<file path="config.mk">
export PLATFORM = sky130hd
export DESIGN_NAME = message_schedule_flat
export DESIGN_NICKNAME = d
export VERILOG_FILES = /design/src/rtl/sha2_pkg.sv /design/src/rtl/message_schedule_if.sv /design/src/rtl/message_schedule.sv /design/src/flat_wrapper.sv
export SDC_FILE = /design/constraint.sdc
export NUM_CORES = 2
export LEC_CHECK = 0
export BUFFER_PORTS_ARGS = -buffer_cell sky130_fd_sc_hd__buf_2
export CAP_MARGIN = 15
export CORE_ASPECT_RATIO = 0.9
export CORE_MARGIN = 10
export CORE_UTILIZATION = 50
export CTS_BUF_LIST = sky130_fd_sc_hd__clkbuf_16
export CTS_CLUSTER_DIAMETER = 120
export DETAILED_ROUTE_END_ITERATION = 10
export PLACE_DENSITY = 0.85
export SLEW_MARGIN = 10
export SYNTH_ARGS = -nofsm -noshare
export SYNTH_HDL_FRONTEND = slang
export SYNTH_SLANG_ARGS = --single-unit
</file>
<file path="constraint.sdc">
create_clock -name clk -period 22.8 [get_ports clk]
set_clock_uncertainty 0.1 [all_clocks]
set_input_delay 2.28 -clock clk [delete_from_list [all_inputs] [get_ports clk]]
set_output_delay 2.28 -clock clk [all_outputs]
set_load 0.03 [all_outputs]
</file>
<file path="src/rtl/sha2_pkg.sv">
// Shared SHA-2 definitions.
// Purpose: word/block types, the small-sigma message schedule functions,
//          the schedule FSM state type and the SHA-256 round count. The
//          compression core imports this package too and adds the big-Sigma
//          functions and the K constants alongside.
// Ports:   none (package).
package sha2_pkg;

  typedef logic [31:0]  word_t;
  typedef logic [511:0] block_t;

  typedef enum logic {
    IDLE = 1'b0,
    EMIT = 1'b1
  } sched_state_t;

  localparam int SHA256_ROUNDS = 64;
  localparam int WINDOW_WORDS  = 16;

  // sigma0(x) = ROTR7 ^ ROTR18 ^ SHR3
  function automatic word_t sha256_sigma0(input word_t x);
    return {x[6:0], x[31:7]} ^ {x[17:0], x[31:18]} ^ (x >> 3);
  endfunction

  // sigma1(x) = ROTR17 ^ ROTR19 ^ SHR10
  function automatic word_t sha256_sigma1(input word_t x);
    return {x[16:0], x[31:17]} ^ {x[18:0], x[31:19]} ^ (x >> 10);
  endfunction

endpackage

</file>
<file path="src/rtl/message_schedule_if.sv">
// Block-in / word-out stream bundle for the SHA-256 message schedule.
// Purpose: groups the upstream block handshake (from message_build) and the
//          downstream word handshake (to the compression core).
// Signals: data_in/_valid/_last, data_in_ready      - block stream
//          data_out/_valid, data_out_ready,
//          data_out_blk_last, data_out_last          - word stream
// Modports: slave  - the schedule block itself
//           master - the environment driving blocks and accepting words
interface message_schedule_if;
  import sha2_pkg::*;

  block_t data_in;
  logic   data_in_valid;
  logic   data_in_ready;
  logic   data_in_last;

  word_t  data_out;
  logic   data_out_valid;
  logic   data_out_ready;
  logic   data_out_blk_last;
  logic   data_out_last;

  modport slave (
    input  data_in, data_in_valid, data_in_last, data_out_ready,
    output data_in_ready, data_out, data_out_valid, data_out_blk_last, data_out_last
  );

  modport master (
    output data_in, data_in_valid, data_in_last, data_out_ready,
    input  data_in_ready, data_out, data_out_valid, data_out_blk_last, data_out_last
  );

endinterface

</file>
<file path="src/rtl/message_schedule.sv">
// SHA-256 message schedule expander.
// Purpose: accepts a padded 512-bit block, emits W0..W(ROUNDS-1) one word per
//          downstream handshake using a 16-word sliding window, and can take
//          the next block in the same cycle as the final word handshake so
//          consecutive blocks stream without a bubble.
// Ports:   clk  - rising-edge clock
//          rst  - asynchronous active-high reset
//          bus  - message_schedule_if.slave (block in, word out)
// Parameter ROUNDS: words emitted per block, must be at least 16.
module message_schedule
  import sha2_pkg::*;
#(
  parameter int ROUNDS = SHA256_ROUNDS
) (
  input logic               clk,
  input logic               rst,
  message_schedule_if.slave bus
);

  localparam int              CNT_W    = (ROUNDS > 1) ? $clog2(ROUNDS) : 1;
  localparam logic [CNT_W-1:0] LAST_CNT = CNT_W'(ROUNDS - 1);

  sched_state_t     state_q;
  logic [CNT_W-1:0] cnt_q;
  word_t            win_q [WINDOW_WORDS];
  logic             last_q;

  word_t new_word_d;
  logic  emit;
  logic  at_last;
  logic  out_hs;
  logic  final_hs;
  logic  in_hs;

  assign emit     = (state_q == EMIT);
  assign at_last  = (cnt_q == LAST_CNT);
  assign out_hs   = emit & bus.data_out_ready;
  assign final_hs = out_hs & at_last;
  assign in_hs    = bus.data_in_valid & bus.data_in_ready;

  // Next schedule word from the current window. Computed every cycle; it is
  // only committed on a non-final shift, so words past ROUNDS never appear.
  assign new_word_d = sha256_sigma1(win_q[14]) + win_q[9]
                    + sha256_sigma0(win_q[1]) + win_q[0];

  // The only combinational input-to-output path: the final word handshake
  // frees the window for the next block in the same cycle.
  assign bus.data_in_ready     = !emit | final_hs;

  assign bus.data_out          = win_q[0];
  assign bus.data_out_valid    = emit;
  assign bus.data_out_blk_last = emit & at_last;
  assign bus.data_out_last     = emit & at_last & last_q;

  always_ff @(posedge clk or posedge rst) begin
    if (rst) begin
      state_q <= IDLE;
      cnt_q   <= '0;
      last_q  <= 1'b0;
      for (int i = 0; i < WINDOW_WORDS; i++) win_q[i] <= '0;
    end else if (in_hs) begin
      // Fresh block (from IDLE or chained onto the final word): W0 lands in
      // win_q[0] and is presented on the very next cycle.
      state_q <= EMIT;
      cnt_q   <= '0;
      last_q  <= bus.data_in_last;
      for (int i = 0; i < WINDOW_WORDS; i++) win_q[i] <= bus.data_in[511-32*i -: 32];
    end else if (out_hs) begin
      if (final_hs) begin
        state_q <= IDLE;
      end else begin
        cnt_q <= cnt_q + CNT_W'(1);
        for (int i = 0; i < WINDOW_WORDS - 1; i++) win_q[i] <= win_q[i+1];
        win_q[WINDOW_WORDS-1] <= new_word_d;
      end
    end
  end

endmodule
</file>
<file path="src/flat_wrapper.sv">
// flat-port wrapper written by rule: the top's interface ports become plain ports
module message_schedule_flat import sha2_pkg::*;
#(
  parameter int ROUNDS = SHA256_ROUNDS
)
  (clk, rst, bus_data_in, bus_data_in_valid, bus_data_in_last, bus_data_out_ready, bus_data_in_ready, bus_data_out, bus_data_out_valid, bus_data_out_blk_last, bus_data_out_last);
  message_schedule_if bus_i ();
  input logic clk;
  input logic rst;
  input wire logic [$bits(bus_i.data_in)-1:0] bus_data_in;
  input wire logic [$bits(bus_i.data_in_valid)-1:0] bus_data_in_valid;
  input wire logic [$bits(bus_i.data_in_last)-1:0] bus_data_in_last;
  input wire logic [$bits(bus_i.data_out_ready)-1:0] bus_data_out_ready;
  output wire logic [$bits(bus_i.data_in_ready)-1:0] bus_data_in_ready;
  output wire logic [$bits(bus_i.data_out)-1:0] bus_data_out;
  output wire logic [$bits(bus_i.data_out_valid)-1:0] bus_data_out_valid;
  output wire logic [$bits(bus_i.data_out_blk_last)-1:0] bus_data_out_blk_last;
  output wire logic [$bits(bus_i.data_out_last)-1:0] bus_data_out_last;
  assign bus_i.data_in = bus_data_in;
  assign bus_i.data_in_valid = bus_data_in_valid;
  assign bus_i.data_in_last = bus_data_in_last;
  assign bus_i.data_out_ready = bus_data_out_ready;
  assign bus_data_in_ready = bus_i.data_in_ready;
  assign bus_data_out = bus_i.data_out;
  assign bus_data_out_valid = bus_i.data_out_valid;
  assign bus_data_out_blk_last = bus_i.data_out_blk_last;
  assign bus_data_out_last = bus_i.data_out_last;
  message_schedule #(.ROUNDS(ROUNDS)) u_core (.clk(clk), .rst(rst), .bus(bus_i));
endmodule
</file>
Word level (Yosys, flattened, before mapping)
Index checks and enable logic that the tools add are counted.

operators by class
  add/subtract/negate cells = 4
  $mul = 0
  divide/modulo/power cells = 0
  magnitude comparators = 0
  equality and inequality tests = 2
  shift operators = 0
  mux-type cells = 9
  bitwise operators = 10
  reduce and logical (&&, ||, !) cells = 5

operators by type and width
  kind                                                            number
  512-bit 2-to-1 mux                                              3
  32-bit adder                                                    3
  32-bit XOR                                                      2
  32-bit by 22-bit XOR with 32-bit output                         1
  32-bit by 29-bit XOR with 32-bit output                         1
  6-bit 2-to-1 mux                                                3
  6-bit by 1-bit adder with 6-bit output (second input constant)  1
  6-bit == test (second input constant)                           1
  1-bit bitwise AND                                               5
  2-bit AND reduction                                             2
  2-bit nonzero test                                              2
  1-bit 2-to-1 mux                                                3
  2-bit != test (second input constant)                           1
  1-bit logical NOT                                               1
  1-bit OR                                                        1

storage, ports and cells
  bits in registers = 520
  bits in latches = 0
  memory bits (writable) = 0
  bits in read-only memories = 0
  input port bits = 517
  output and inout bits = 36
  word-level logic and storage cells = 49
  memories kept = 0

Logic depth before layout (Yosys ltp)
  depth in word-level cells = 8
  mapped depth = 17
  mapped depth without buffers = 15

Least setup slack after synthesis
OpenSTA, ideal clock, no wires.

  kind = input to output
  start point = input bus_data_out_ready
  end point = output bus_data_in_ready
  arrival = 2680 ps
  required time = 20420 ps
  path slack = 17740 ps
  stages = 2
  buffers on the path = 0
  cells stage by stage = inv_1 > o21ai_2

between the ends
  cells in the longest elaborated chain, start to end = 3

ends and longest elaborated chain
  item               line                    text
  start, declared    flat_wrapper.sv:13      input wire logic [$bits(bus_i.data_out_ready)-1:0] bus_data_out_ready;
  1-bit bitwise AND  message_schedule.sv:37  assign out_hs = emit & bus.data_out_ready;
  1-bit bitwise AND  message_schedule.sv:38  assign final_hs = out_hs & at_last;
  1-bit OR           message_schedule.sv:48  assign bus.data_in_ready = !emit | final_hs;
  end, declared      flat_wrapper.sv:14      output wire logic [$bits(bus_i.data_in_ready)-1:0] bus_data_in_ready;

No other way between the ends.

Worst setup path after layout
  start point = input bus_data_in_valid
  end point = register u_core.win_q[205] (netlist name)

between the ends
  cells in the longest elaborated chain, start to end = 3
  elaborated cells on any way between the ends = 5
  those cells by class = eq/ne: 1; mux: 1; bitwise: 1; reduce/logical: 2

ends and longest elaborated chain
  item                                                           line                    text
  start, declared                                                flat_wrapper.sv:11      input wire logic [$bits(bus_i.data_in_valid)-1:0] bus_data_in_valid;
  1-bit bitwise AND *                                            message_schedule.sv:39  assign in_hs = bus.data_in_valid & bus.data_in_ready;
  2-bit != test (no line) or 2-bit nonzero test (tied branches)  n/a
  2-bit AND reduction (no line)                                  n/a
  end signal, assigned by index                                  message_schedule.sv:74  win_q[WINDOW_WORDS-1] <= new_word_d;
  end, declared                                                  message_schedule.sv:25  word_t win_q [WINDOW_WORDS];

Mark *: on every way between the ends. The rest lies on a longest branch, timed or not.
A chain may end at the register's enable or synchronous reset.

==> run summary <==
Final hold analysis gives a worst-case slack of 376 ps. The worst hold path terminates at u_core.last_q$_DFFE_PP0P_. No sink is reached through more buffers than the 3 on the longest clock path.

Excluding fillers, the count of instances in the completed layout stands at 4568. The fraction of final layout cells sized beyond drive strength 1 came out at 0.177. The net count of the finished layout is 4360.

The total global-route track usage was 0.298. The run finished with clean final reports. The final hold violation count is 0, and the number of antenna violations at the first check in global routing is 27. The maximum ir drop on the vdd rail is 223 uV, and the floorplan die width is 270 um. The slowest stage of the critical path is the sky130_fd_sc_hd__buf_4 cell.

At the pin with the least slew margin, the transition time is 1150 ps. The startpoint identified for the worst register-to-register timing path is u_core.cnt_q[0]$_DFFE_PP0P_. The floorplan step set the die height to 245 um. The number of clock buffers added by TritonCTS is 53.

The signed area change from the synthesized netlist to the final layout works out to 15.3%. Before CTS, the worst setup slack after placement is 16200 ps. The total congestion overflow is 0, and the quantity of hold-fixing buffers added after cts is 0. Timing would allow up to 164 MHz. Startpoint of the lowest-slack hold path: u_core.last_q$_DFFE_PP0P_. The number of I/O port buffers was 552; the total power divided by cell area was 185 nW/um^2. The region available for standard cell placement spans 55600 um^2. Synthesis produced a netlist with a net count of 4043. Kind of path behind the tightest hold check: reg2reg. The tools report the number of library cell types mapped by synthesis as 60. The number of antenna-violating nets in the routed design came out at 0. The time the final worst path needs with I/O delays and setup came out at 6110 ps. The synthesized netlist occupies a cell area of 28000 um^2. The critical path in this run is classified as in2reg. Across the run, the number of max-cap violations was 0.

The via count of the first global-routing pass came out at 24800. For this design the top-level I/O count stands at 553. The fraction of synthesized cell area taken by the top area cell type was 0.464. The run gives 103000 um as the total wire length after detailed routing. The CTS sink count is 520. Traced cell by cell, the critical path runs through buf_2, nor2_1, a21oi_4, buf_12, buf_4, buf_4, a31oi_1. The tools report the total number of H-tree levels as 2.

The post-cts repair resize count is 0. The tools report the HPWL reported at the end of detailed placement as 77800 um. The tools report the global-route wire length before repair as 150000 um. The first detailed-routing pass ran for 6 iterations.

Of all nets on the critical path, the largest fanout is 297. For the max-slew violation count, the log shows 0. A synthesized cell averages 8.17 um^2. The tree is rooted in a sky130_fd_sc_hd__clkbuf_16. The congestion estimate from routability-driven global placement came to 0.951. For this run, the number of Yosys warnings is 0.

The fraction of the cycle the final worst path needs came out at 0.268. Counting cells, the worst reg-to-reg path comes to 9. Using the TritonRoute via totals, the vias-per-cell ratio works out to 5.69.

Setup repair after global routing left no endpoint under its margin. Along the worst hold path, the cell count comes to 2. Yosys mapped a number of flops with a built-in enable equal to 0.

The worst stage delay on the critical path was 940 ps. Summed over all cells, the static leakage comes to 15.3 nW. Share of async-settable or async-resettable flops after synthesis: 1.00. The first routing iteration left 3563 violations. The number of cells after detailed placement was 4449; the register-to-register setup slack was 17430 ps.

The clock insertion delay at the later pin of the skew report is 620 ps. Data arrives at the worst endpoint at 6450 ps. By instance count, the cell type seen most on the critical path is sky130_fd_sc_hd__buf_4. For this run, design rule violations remaining after detail routing come to 0.

After synthesis, the most frequently instantiated cells are 1008 x sky130_fd_sc_hd__nand2_1, 520 x sky130_fd_sc_hd__dfrtp_1, 519 x sky130_fd_sc_hd__nor2_1. The most used flip-flop cell after synthesis was sky130_fd_sc_hd__dfrtp_1. The dominant cell by count in the synthesized netlist is sky130_fd_sc_hd__nand2_1.

After filler insertion, the fill cell instance count of the layout stands at 4965. TritonCTS built the clock tree. Entering global routing, the biggest net connects 298 pins. For the relative slew slack, the log shows 0.232. The die covers 66000 um^2.

The tools report the slack of the critical path as 16690 ps. The count of final setup violators was 0. Ranked by total cell area, the synthesized netlist is headed by sky130_fd_sc_hd__dfrtp_1 46%, sky130_fd_sc_hd__nand2_1 13%, sky130_fd_sc_hd__a31oi_1 11%. Critical path startpoint category: an input port. The cell count after synthesis is 3432, and the number of storage elements in the synthesis netlist is 520. STA classifies the critical path endpoint as a flip-flop. Dividing the detail-routed wire length by the instance count gives 22.5 um. In the final timing run, aggregate negative setup slack is 0 ps. The setup fix buffers added after clock tree synthesis was 0; the clock slew at the register clock pins of the worst setup and hold paths was 70 ps. In this run the core area contains 82 standard-cell rows. The starting utilization of the core area came out at 0.504. The sequential element share of the synthesized area came out at 0.464.

Data on the critical path is required at its endpoint by 23130 ps. Summed over all instances, the cell type with the most area after synthesis is sky130_fd_sc_hd__dfrtp_1. The tools report the end of the worst register-to-register path as u_core.win_q[205]$_DFFE_PP0P_. The tools report the detailed-route via count as 26000.
## registers in the layout (all words and copies together), names as in the netlist
register	flops
u_core.bus.data_out	32
u_core.win_q	480
u_core.bus.data_out_valid	1
u_core.last_q	1
u_core.cnt_q	6
## per-stage QoR
step                 util  power (W)  area [um^2]
floorplan               -    0.00403        28000
detailed placement  0.549    0.00502        30500
finish              0.581    0.00599        32300
global route        0.581    0.00642        32300
global placement    0.549    0.00499        30500
CTS                 0.580    0.00593        32300
## worst max-delay path by stage
stage,startpoint,end,slack [ps],cells after the start
after floorplan,rst,u_core.bus.data_out[0]$_DFFE_PP0P_,5890,1
after detailed placement,rst,u_core.win_q[268]$_DFFE_PP0P_,16200,6
after global placement,rst,u_core.win_q[246]$_DFFE_PP0P_,16210,6
after CTS,rst,u_core.win_q[269]$_DFFE_PP0P_,16850,6
final,bus_data_in_valid,u_core.win_q[205]$_DFFE_PP0P_,16690,7
after global routing,bus_data_in_valid,u_core.win_q[146]$_DFFE_PP0P_,16340,8
## power breakdown
group	internal, W	switching [W]
sequential	0.00116	0.000274
clock	0.000499	0.000383
combinational	0.00143	0.00223
## layout by cell type (no fill, tap or decap), types with 2 or more instances in the layout
master / count
sky130_fd_sc_hd__or3_1: 2
sky130_fd_sc_hd__xor2_1: 32
sky130_fd_sc_hd__nand2_1: 1007
sky130_fd_sc_hd__a221oi_1: 2
sky130_fd_sc_hd__a21oi_1: 48
sky130_fd_sc_hd__ha_1: 32
sky130_fd_sc_hd__nand2b_1: 3
sky130_fd_sc_hd__clkinv_1: 15
sky130_fd_sc_hd__a31oi_1: 486
sky130_fd_sc_hd__o211ai_1: 4
sky130_fd_sc_hd__mux2i_1: 2
sky130_fd_sc_hd__a211oi_1: 2
sky130_fd_sc_hd__clkbuf_16: 54
sky130_fd_sc_hd__buf_2: 552
sky130_fd_sc_hd__o21a_1: 4
sky130_fd_sc_hd__a21oi_2: 4
sky130_fd_sc_hd__nor2_1: 519
sky130_fd_sc_hd__clkinv_2: 10
sky130_fd_sc_hd__o22ai_1: 4
sky130_fd_sc_hd__and3_1: 4
sky130_fd_sc_hd__xnor2_1: 112
sky130_fd_sc_hd__inv_1: 140
sky130_fd_sc_hd__o21ai_1: 17
sky130_fd_sc_hd__nor3_1: 9
sky130_fd_sc_hd__nand4_1: 9
sky130_fd_sc_hd__a21o_1: 19
sky130_fd_sc_hd__inv_8: 2
sky130_fd_sc_hd__dfrtp_1: 520
sky130_fd_sc_hd__diode_2: 20
sky130_fd_sc_hd__a211o_1: 2
sky130_fd_sc_hd__inv_6: 2
sky130_fd_sc_hd__o21ai_2: 2
sky130_fd_sc_hd__and2_1: 4
sky130_fd_sc_hd__fa_1: 62
sky130_fd_sc_hd__a22oi_1: 14
sky130_fd_sc_hd__o21ai_0: 21
sky130_fd_sc_hd__nand3_1: 7
sky130_fd_sc_hd__bufinv_16: 6
sky130_fd_sc_hd__buf_4: 23
## worst max-delay path, delay by kind of cell
family	cells	cell delay, ps
AO/OA/AOI/OAI	2	930
buffers and inverters	4	2860
AND/OR/NAND/NOR	1	90
## layout make-up
| class | count | area, um^2 | share of cell area |
|---|---|---|---|
| antenna | 20 | 50.0 | 0.00155 |
| sequential | 520 | 13000 | 0.402 |
| inverter | 134 | 510 | 0.0158 |
| tap | 756 | 946 | 0.0293 |
| clock buffer | 54 | 1350 | 0.0418 |
| multi-input combinational | 2463 | 13100 | 0.405 |
| clock inverter | 44 | 388 | 0.0120 |
| timing repair buffer | 577 | 2980 | 0.0923 |
## per-layer routing
layer | wire, um | track usage | share of wire
met5 | 180 | 0.0109 | 0.0017
met4 | 5170 | 0.151 | 0.050
met3 | 11700 | 0.102 | 0.11
met2 | 45500 | 0.445 | 0.44
met1 | 40400 | 0.382 | 0.39
## cells by family after synthesis
| group | after synthesis | share of synthesized area |
|---|---|---|
| buffers and inverters | 449 | 0.0703 |
| adders and majority gates | 94 | 0.0585 |
| AOI/OAI and AO/OA | 644 | 0.145 |
| and+or+nand+nor | 1578 | 0.216 |
| xor gates and xnor gates | 144 | 0.0450 |
| muxes | 3 | 0.00112 |
| DFF | 520 | 0.464 |
No activity file was read; power rests on OpenSTA's default activity.
